--- config.mk ---
export PLATFORM = sky130hd
export DESIGN_NAME = ram
export DESIGN_NICKNAME = d
export VERILOG_FILES = /design/src/rtl/ram.sv
export SDC_FILE = /design/constraint.sdc
export NUM_CORES = 1
export LEC_CHECK = 0
export ABC_AREA = 1
export CORE_MARGIN = 3
export CORE_UTILIZATION = 35
export DETAILED_ROUTE_END_ITERATION = 8
export MAX_ROUTING_LAYER = met4
export PLACE_DENSITY = 0.63
export SLEW_MARGIN = 15
export SYNTH_ARGS = -nofsm -noshare
export SYNTH_HDL_FRONTEND = slang
export SYNTH_SLANG_ARGS = --single-unit
--- constraint.sdc ---
create_clock -name clk -period 1.15 [get_ports clk]
set_clock_uncertainty 0.15 [all_clocks]
set_input_delay 0.115 -clock clk [delete_from_list [all_inputs] [get_ports clk]]
set_output_delay 0.115 -clock clk [all_outputs]
set_load 0.02 [all_outputs]
--- src/rtl/ram.sv ---
// Single-port synchronous RAM with registered read data.
// A write or a read happens only when exactly one of WrEn/RdEn is high.
module ram #(
  parameter int ADDRESS = 3,
  parameter int DEPTH   = 8,
  parameter int WIDTH   = 16
) (
  input  logic               clk,
  input  logic               rst,
  input  logic [WIDTH-1:0]   WrData,
  input  logic [ADDRESS-1:0] Address,
  input  logic               RdEn,
  input  logic               WrEn,
  output logic [WIDTH-1:0]   RdData
);

  logic [WIDTH-1:0] mem [DEPTH];
  logic             wr_go;
  logic             rd_go;

  // Both enables high is treated as idle, so reads and writes never collide.
  assign wr_go = WrEn & ~RdEn;
  assign rd_go = RdEn & ~WrEn;

  always_ff @(posedge clk or negedge rst) begin
    if (!rst) begin
      for (int i = 0; i < DEPTH; i++) begin
        mem[i] <= '0;
      end
    end else if (wr_go) begin
      mem[Address] <= WrData;
    end
  end

  always_ff @(posedge clk or negedge rst) begin
    if (!rst) begin
      RdData <= '0;
    end else if (rd_go) begin
      RdData <= mem[Address];
    end
  end

endmodule

==> flow_summary_export.csv, run 1 <==
group,metric,value,unit
clock_tree,root_buffer,"clkbuf_16",
timing,finalMaxSlewViolations,0,
critical_path,r2r_start,"mem[74]",
timing,grt_setup_unrepaired,"true",
global_routing,grt_first_pass_wirelength,30900,µm
critical_path,start_kind,"register",
timing,period_share,106,%
timing,timing.hold.ws,-59.3,ps
synthesis,ys_ff_latch,144,
clock_tree,worstSkewPairLatency,420,ps
floorplanning,num_io_pins,39,
global_routing,grt_max_degree,48,
critical_path,ff2ff_path_depth,8,
run_status,violations,"hold timing, setup timing",
critical_path,crit_buf_inv,1,
route,routed_wl,18800,µm
timing,timing.fmax,0.817,GHz
global_routing,track_usage,19.8,%
synthesis,synthMuxAreaShare,0,%
clock_tree,cts_buffer_depth,2,
global_routing,gr-usage-met2,29.6,%
floorplanning,initial_core_util,36.4,%
critical_path,crit_type,"register to output pin",
synthesis,synth_xor_area_share,0,%
clock_tree,cts_hold_buf,1,
critical_path,critPathTopFamily,"flip-flops",
route,ant_nets,0,
synthesis,syn-cell-area,6700,µm²
placed_design,io_buffers,38,
run_status,status,"finished, violations left",
global_routing,antenna_found_initial,0,
clock_tree,cts_tree,"done",
timing,slew_headroom,81.7,%
layout,drive_gt1_share,19.3,%
clock_tree,clkSinkCount,144,
route,viasPerCell,4.73,
job,drv_cap,0,
global_routing,grt_pass1_vias,5794,
synthesis,yosys.area_share.adder,0,%
synthesis,netlist.area_leader.share,53.8,%
timing,fin_ws,-74.5,ps
global_routing,gr-total-overflow,0,
synthesis,yosysUniqueCellTypes,12,
timing,setup_tns,-936,ps
synthesis,synth_top_family_by_area,"simple AND/OR/NAND/NOR gates",
route,vias,5979,
synthesis,yosys_warnings,0,
floorplanning,die_w,144,µm
critical_path,max_stage_delay,400,ps
floorplanning,rows,49,
critical_path,worstPathRequired,880,ps
route,drtPass1Iterations,5,
synthesis,synth_area_leader_cell,"dfrtp_1",
global_routing,use_met1,27.8,%
floorplanning,die_area,20800,µm²
critical_path,slowest_stage,"dfrtp_1",
synthesis,synthesis.nets,922,
global_routing,busiest_layer,"met2",
floorplanning,die_h,144,µm
layout,nets,1047,
critical_path,reg2reg_to,"RdData[10]",
floorplanning,core,18400,µm²
layout,num_antenna_cells,0,
clock_tree,path_clk_slew,60,ps
power_and_ir_drop,powerDensity,1750,nW/µm²
timing,setup_violations,17,
clock_tree,htree_levels,4,
power_and_ir_drop,irDropWorstVdd,1.15,mV
synthesis,synthCells,899,
layout,synthToLayoutAreaGrowth,33.4,%
timing,final.min_clock_period,1220,ps
placed_design,place_area,7810,µm²
synthesis,syn_avg_cell_area,7.46,µm²
critical_path,endpoint_kind,"output pin",
synthesis,yosys.area_share.simple,30.0,%
timing,tightest_slew,272,ps
synthesis,synth_area_leaders,"dfrtp_1 (54%), nand2_1 (29%), o21ai_1 (9.6%)",
placed_design,gp_congestion,0.800,
critical_path,crit_fanout,2,
critical_path,ff2ff_setup_slack,-10,ps
route,routedWlPerCell,14.9,µm
synthesis,synth_compound_area_share,9.56,%
synthesis,yosysSeqAreaShare,53.8,%
placed_design,dp.final_hpwl,11500,µm
worst_hold_path,min_path_type,"primary input to asynchronous set/reset pin",
clock_tree,cts_buffers,17,
global_routing,grt_use_met3,3.70,%
critical_path,path_cells,"buf_6",
critical_path,cp.arrival,960,ps
route,drt_iter0_markers,561,
power_and_ir_drop,p_leak,4.74,nW
layout,fin_area,8940,µm²
route,drc,0,
timing,finalHoldViolCount,13,
## cells in the final DEF (no fill, tap or decap), types with 2 or more instances in the layout
master / instances
clkbuf_16: 17
o21ai_1: 126
inv_2: 4
nand2_1: 492
nand4_1: 6
buf_16: 3
buf_4: 96
nor4_4: 2
clkdlybuf4s50_1: 16
buf_2: 2
bufinv_16: 2
nand2_2: 20
buf_12: 13
clkinv_2: 2
buf_6: 22
clkinvlp_4: 5
inv_1: 48
dfrtp_1: 144
clkbuf_8: 4
o21ai_2: 2
## sequential cells by signal, summed over array words and instances (netlist names)
name / flops
mem: 128
RdData: 16
## worst max path at each step
stage          cells past startpoint       start  slack, ps         to
6_report                           1   RdData[6]        -70  RdData[6]
4_1_cts                            1   RdData[6]       -100  RdData[6]
2_1_floorplan                      6        RdEn         -2  RdData[0]
3_3_place_gp                       7  Address[1]       -570    mem[75]
3_5_place_dp                       7  Address[1]       -620    mem[70]
5_1_grt                            1   RdData[6]       -110  RdData[6]
## stage by stage
stage / worst slack (ps) / power (mW) / hold WS, ps / instances / utilization, %
6_report: -74.5 / 15.7 / -59.3 / 1265 / 48.6
4_1_cts: -96.1 / 15.4 / -74.8 / 1234 / 47.1
2_1_floorplan: -1.97 / 8.49 / -331 / 899 / -
5_1_grt: -111 / 16.6 / -42.6 / 1265 / 48.6
3_5_place_dp: -624 / 9.72 / -190 / 1185 / 42.5
3_3_place_gp: -574 / 9.64 / -188 / 1185 / 42.5
## layer usage
layer,wire (µm),vias up
met2,8400,153
met1,9280,2774
met5,0,-
met4,260,0
li1,-,3032
met3,888,20
## synthesized netlist by cell type
master and instances:
o21ai_1 128, nand2_1 513, nor2_1 1, clkbuf_1 11, buf_4 4, buf_2 32
nor4_4 2, buf_1 4, nand4_1 6, inv_2 4, inv_1 50, dfrtp_1 144
## kinds of logic (layout without fill, tap and decap cells)
group / Yosys count / count (layout)
compound gates: 128 / 128
buf+inv: 105 / 242
flops: 144 / 144
simple gates: 522 / 522
## what timing repair did
item,in CTS,in global routing
pin swaps,7,52
cloned,5,0
resized for setup,125,23
hold endpoints to repair,144,13
endpoints found under the setup margin,160,42
setup buffers,12,32
## where the power goes
group          switching, mW  total, mW  leakage [nW]  internal (mW)
combinational           1.75       3.45          2.66           1.70
sequential             0.594       6.73          1.81           6.13
clock                   2.09       5.49         0.276           3.40
total                   4.43       15.7          4.74           11.2
## layout make-up
| cell class | count | area, µm² |
|---|---|---|
| multi-input combinational | 650 | 2720 |
| inverter | 54 | 213 |
| fill | 1827 | 9450 |
| sequential | 144 | 3600 |
| clock inverter | 9 | 108 |
| tap | 229 | 287 |
| clock buffer | 22 | 484 |
| timing repair buffer | 157 | 1530 |
No activity file was read; power rests on OpenSTA's default activity.
==> run 2: changes to the inputs <==
--- a/config.mk
+++ b/config.mk
@@ -10,8 +10,7 @@
 export CORE_UTILIZATION = 35
 export DETAILED_ROUTE_END_ITERATION = 8
 export MAX_ROUTING_LAYER = met4
-export PLACE_DENSITY = 0.63
-export SLEW_MARGIN = 15
+export PLACE_DENSITY = 0.6
 export SYNTH_ARGS = -nofsm -noshare
 export SYNTH_HDL_FRONTEND = slang
 export SYNTH_SLANG_ARGS = --single-unit
==> run 2 against run 1 <==
The run still ends with hold timing, setup timing left; critical path depth is the same; cell count shrank 0.79%; sequential share of layout area grew 0.34 points; design area shrank 0.84%; core utilization shrank 0.41 points; clock-buffer cell count shrank 3; sequential cell count is the same; highest routed layer unchanged.
==> flow_summary_export.csv, run 2 (synthesis gave the netlist of run 1 again) <==
group,metric,value,unit
critical_path,cp.arrival,960,ps
clock_tree,cts_tree,"done",
route,drc,0,
route,routedWlPerCell,14.9,µm
power_and_ir_drop,p_int,11.2,mW
layout,largest_reg_flops,128,
timing,setup_tns,-1000,ps
timing,finalMaxSlewViolations,0,
global_routing,grt_max_degree,33,
power_and_ir_drop,p_sw,4.40,mW
timing,timing.fmax,0.818,GHz
placed_design,gp_congestion,0.829,
job,drv_cap,0,
critical_path,crit_buf_inv,1,
timing,period_share,106,%
critical_path,crit_type,"register to output pin",
placed_design,place_inst,1183,
route,wl_met3,856,µm
critical_path,reg2reg_to,"RdData[3]",
power_and_ir_drop,irDropWorstVdd,1.21,mV
worst_hold_path,min_path_type,"primary input to asynchronous set/reset pin",
critical_path,path_cells,"buf_6",
power_and_ir_drop,swShare,28.2,%
global_routing,grt_pass1_vias,5734,
critical_path,slowest_stage,"dfrtp_1",
critical_path,ff2ff_path_depth,8,
power_and_ir_drop,power_frac_clock,35.4,%
floorplanning,die_w,144,µm
layout,fin_util,48.2,%
timing,slew_headroom,75.8,%
layout,final_cells,1255,
placed_design,io_buffers,38,
placed_design,dp.final_hpwl,12300,µm
timing,finalHoldViolCount,1,
critical_path,endpoint_kind,"output pin",
timing,timing.hold.ws,-1.88,ps
power_and_ir_drop,p_leak,4.70,nW
global_routing,grt_first_pass_wirelength,30700,µm
critical_path,max_stage_delay,400,ps
placed_design,place_area,7810,µm²
floorplanning,core,18400,µm²
layout,layout_common_cells,"nand2_1 (494), dfrtp_1 (144), o21ai_1 (127)",
power_and_ir_drop,p_seq_share,43.1,%
critical_path,crit_fanout,2,
global_routing,gr-total-overflow,0,
floorplanning,die_h,144,µm
clock_tree,path_clk_slew,60,ps
clock_tree,clkSinkCount,144,
timing,grt_setup_unrepaired,"true",
route,viasPerCell,4.79,
global_routing,antenna_found_initial,0,
clock_tree,root_buffer,"clkbuf_16",
power_and_ir_drop,powerDensity,1760,nW/µm²
layout,fin_area,8870,µm²
critical_path,r2r_start,"mem[51]",
route,routed_wl,18700,µm
critical_path,critPathTopFamily,"flip-flops",
layout,num_antenna_cells,0,
critical_path,cp_num_cells,1,
global_routing,track_usage,19.7,%
clock_tree,cts_buffers,17,
route,vias,6010,
layout,mostFrequentLayoutCell,"nand2_1",
layout,drive_gt1_share,18.0,%
layout,synthToLayoutAreaGrowth,32.3,%
route,drt_iter0_markers,373,
timing,tightest_slew,362,ps
run_status,status,"finished, violations left",
power_and_ir_drop,pwr-share-comb,21.5,%
layout,top_regs,"mem x128, RdData x16",
layout,nets,1037,
critical_path,start_kind,"register",
floorplanning,rows,49,
clock_tree,worstSkewPairLatency,420,ps
run_status,violations,"hold timing, setup timing",
critical_path,ff2ff_setup_slack,10,ps
critical_path,worstPathRequired,880,ps
route,drt-met1-wl,9300,µm
floorplanning,num_io_pins,39,
timing,fin_ws,-72.9,ps
route,top_layer,"met4",
timing,setup_violations,16,
route,wl_met2,8210,µm
timing,final.min_clock_period,1220,ps
route,ant_nets,0,
floorplanning,initial_core_util,36.4,%
placed_design,place_ws,-584,ps
route,drtPass1Iterations,5,
floorplanning,die_area,20800,µm²
power_and_ir_drop,total_power,15.6,mW
clock_tree,htree_levels,4,
layout,regMostFlops,"mem",
clock_tree,cts_buffer_depth,2,
==> run 2: cell types whose count changed in the layout (fill, tap and decap cells not counted), sizes merged <==
| cell | before | now |
|---|---|---|
| dlygate4sd2 | 0 | 1 |
| clkbuf | 23 | 20 |
| clkinv | 2 | 6 |
| buf | 137 | 126 |
| clkinvlp | 5 | 3 |
| bufinv | 2 | 3 |
==> run 2: layout make-up <==
class	instances	area (µm²)
Inverter	54	205
Fill cell	1834	9530
Multi-Input combinational cell	650	2710
Clock inverter	12	143
Tap cell	229	287
Timing Repair Buffer	147	1480
Clock buffer	19	443
Sequential cell	144	3600
==> run 2: power by group through the flow <==
stage	logic, mW	clock network, mW	registers, mW
after floorplan	1.72	0	6.77
after global placement	2.87	0	6.74
after detailed placement	2.92	0	6.77
after CTS	3.09	5.65	6.72
after global routing	3.82	5.84	6.84
final	3.36	5.51	6.72
==> run 2: worst max-delay path by stage <==
| stage | from | to |
|---|---|---|
| floorplan | RdEn | RdData[0] |
| global route | mem[68] | RdData[4] |
| CTS | RdData[3] | RdData[3] |
| finish | RdData[3] | RdData[3] |
| global placement | Address[1] | mem[47] |
| detailed placement | Address[1] | mem[35] |
==> run 2: repair_timing <==
item | CTS | global route
resized for setup | 126 | 17
setup buffers | 12 | 24
endpoints found under the hold margin | 144 | 0
endpoints found under the setup margin | 140 | 57
hold buffers | 1 | 0
pin swaps | 5 | 36
cloned | 4 | 0
==> run 2: per-layer routing <==
metal | up-vias | GRT usage (%)
met3 | 22 | 3.94
li1 | 3011 | -
met2 | 135 | 28.4
met1 | 2842 | 27.8
met4 | 0 | 6.53
met5 | - | -
==> run 3: changes to the inputs <==
--- a/config.mk
+++ b/config.mk
@@ -5,10 +5,10 @@
 export SDC_FILE = /design/constraint.sdc
 export NUM_CORES = 1
 export LEC_CHECK = 0
-export ABC_AREA = 1
 export CORE_MARGIN = 3
 export CORE_UTILIZATION = 35
 export DETAILED_ROUTE_END_ITERATION = 8
+export GPL_ROUTABILITY_DRIVEN = 0
 export MAX_ROUTING_LAYER = met4
 export PLACE_DENSITY = 0.6
 export SYNTH_ARGS = -nofsm -noshare
==> run 3 against run 2 <==
The flow finishes with violations (setup timing); sequential cell count is the same; clock-buffer cell count grew 5; sequential share of layout area shrank 0.34 points; largest cell class unchanged; critical path depth grew 3; clock power shrank 7.8%; area after synthesis shrank 2.6%.
==> flow_summary_export.csv, run 3 <==
group,metric,value,unit
run_status,status,"finished, violations left",
run_status,violations,"setup timing",
layout,regMostFlops,"mem",
layout,drive_gt1_share,50.5,%
synthesis,syn-cell-area,6530,µm²
layout,layout_common_cells,"dfrtp_1 (144), buf_4 (70), mux2_2 (67)",
critical_path,start_kind,"register",
job,drv_cap,0,
global_routing,grt_first_pass_wirelength,26800,µm
power_and_ir_drop,total_power,15.4,mW
placed_design,io_buffers,38,
clock_tree,cts_buffer_depth,2,
timing,setup_violations,44,
global_routing,use_met1,23.2,%
timing,finalMaxSlewViolations,0,
synthesis,yosys_warnings,0,
global_routing,grt_pass1_vias,4696,
synthesis,synth_common_cells,"dfrtp_1 (144), mux2_2 (118), mux2i_1 (32)",
synthesis,synth_edf_count,0,
route,vias,4403,
floorplanning,core,18100,µm²
critical_path,crit_type,"register to register",
layout,synthToLayoutAreaGrowth,36.9,%
clock_tree,root_buffer,"clkbuf_16",
placed_design,place_area,7870,µm²
power_and_ir_drop,irDropWorstVdd,0.833,mV
critical_path,max_stage_delay,370,ps
clock_tree,htree_levels,4,
synthesis,ys_ff_latch,144,
floorplanning,rows,49,
timing,grt_setup_unrepaired,"true",
critical_path,path_cells,"mux2i_1, a2bb2oi_2, a21oi_2, o32a_1",
global_routing,antenna_found_initial,0,
timing,slew_headroom,73.2,%
synthesis,syn_avg_cell_area,13.7,µm²
placed_design,place_inst,789,
synthesis,yosysUniqueCellTypes,39,
floorplanning,die_area,20300,µm²
clock_tree,cts_buffers,17,
global_routing,grt_use_met3,3.46,%
layout,mostFrequentLayoutCell,"dfrtp_1",
global_routing,gr-total-overflow,0,
critical_path,cp.arrival,1520,ps
power_and_ir_drop,p_leak,4.11,nW
critical_path,endpoint_kind,"register",
layout,final_cells,845,
floorplanning,die_h,143,µm
route,routedWlPerCell,19.7,µm
floorplanning,die_w,143,µm
global_routing,gr-usage-met2,28.2,%
critical_path,crit_fanout,2,
critical_path,worstPathRequired,1300,ps
synthesis,synthCells,477,
placed_design,place_ws,-861,ps
layout,nets,627,
timing,tightest_slew,402,ps
timing,finalHoldViolCount,0,
timing,final.min_clock_period,1370,ps
synthesis,synth_area_leaders,"dfrtp_1 (55%), mux2_2 (20%), mux2i_1 (4.9%)",
synthesis,netlist.area_leader.share,55.2,%
timing,period_share,119,%
layout,fin_area,8940,µm²
layout,regArea,3600,µm²
route,viasPerCell,5.21,
floorplanning,num_io_pins,39,
worst_hold_path,min_path_type,"primary input to asynchronous set/reset pin",
synthesis,synthesis.nets,500,
critical_path,crit_buf_inv,0,
route,drtPass1Iterations,4,
route,drc,0,
power_and_ir_drop,powerDensity,1720,nW/µm²
route,routed_wl,16700,µm
clock_tree,cts_tree,"done",
clock_tree,worstSkewPairLatency,410,ps
timing,fin_ws,-220,ps
layout,top_regs,"mem x128, RdData x16",
layout,multiInputGateArea,3050,µm²
synthesis,postSynth.asyncResetShare,100,%
global_routing,track_usage,17.7,%
layout,largest_reg_flops,128,
clock_tree,path_clk_slew,60,ps
synthesis,yosysSeqAreaShare,55.2,%
critical_path,critPathTopFamily,"compound AO/OA/AOI/OAI gates",
layout,n_fill_cell,1549,
placed_design,dp.final_hpwl,11000,µm
global_routing,busiest_layer,"met2",
synthesis,synth_area_leader_cell,"dfrtp_1",
timing,timing.fmax,0.730,GHz
layout,num_antenna_cells,0,
synthesis,ys.flop_type,"dfrtp_1",
layout,fin_util,49.3,%
synthesis,synth_most_common_cell,"dfrtp_1",
critical_path,cp_num_cells,4,
critical_path,slowest_stage,"dfrtp_1",
clock_tree,clkSinkCount,144,
floorplanning,initial_core_util,36.0,%
global_routing,grt_max_degree,28,
critical_path,ff2ff_path_depth,4,
route,drt_iter0_markers,240,
route,ant_nets,0,
[run 3: cell types whose count changed after synthesis, moves of 11 or more]
cell     before  now
nor2_1        1   16
a31oi_1       0   11
mux2i_1       0   32
o21ai_1     128    0
inv_1        50    5
buf_2        32   12
nand3_1       0   12
mux2_2        0  118
nand2_1     513    9
[run 3: cell families after synthesis]
group           after synthesis  synth area share, %
buf+inv                      37                 3.10
compound gates               78                 8.84
flops                       144                 55.2
simple gates                 57                 5.14
mux                         161                 27.7
[run 3: stage by stage]
stage	TNS, ps	hold WS (ps)
3_5_place_dp	-112610	-124
2_1_floorplan	-31780	-331
3_3_place_gp	-107470	-126
4_1_cts	-2360	8.79
6_report	-2040	4.86
5_1_grt	-3850	1.73
[run 3: worst paths after layout]
kind | startpoint | slack [ps] | endpoint
setup / recovery | mem[45] | -220 | RdData[13]
hold / removal | rst | 5 | mem[101]
setup reg to reg | mem[45] | -220 | RdData[13]
hold reg to reg | mem[94] | 350 | mem[94]
max in group asynchronous | rst | 350 | mem[6]
min in group clk | WrEn | 60 | RdData[13]
[run 3: area by class of cell]
type,instances,share of cell area [%]
multi-input combinational,296,34.1
tap,229,3.20
clock buffer,24,5.39
clock inverter,7,0.672
timing repair buffer,140,16.1
inverter,5,0.210
sequential,144,40.3
[run 3: routing by layer]
layer | wire [µm] | vias up
met2 | 8100 | 56
met3 | 367 | 13
met5 | 0 | -
met4 | 255 | 0
met1 | 7950 | 2313
li1 | - | 2021
[run 3: what timing repair did]
action	CTS	global route
pin swaps	23	28
endpoints found under the setup margin	160	85
setup buffers	14	10
cloned	3	0
hold buffers	1	0
resized for setup	151	36
hold endpoints to repair	144	0
[run 3: power breakdown]
part | switching [mW] | internal (mW)
Sequential | 0.660 | 6.22
Clock | 1.97 | 3.11
Combinational | 1.23 | 2.17
Total | 3.86 | 11.5
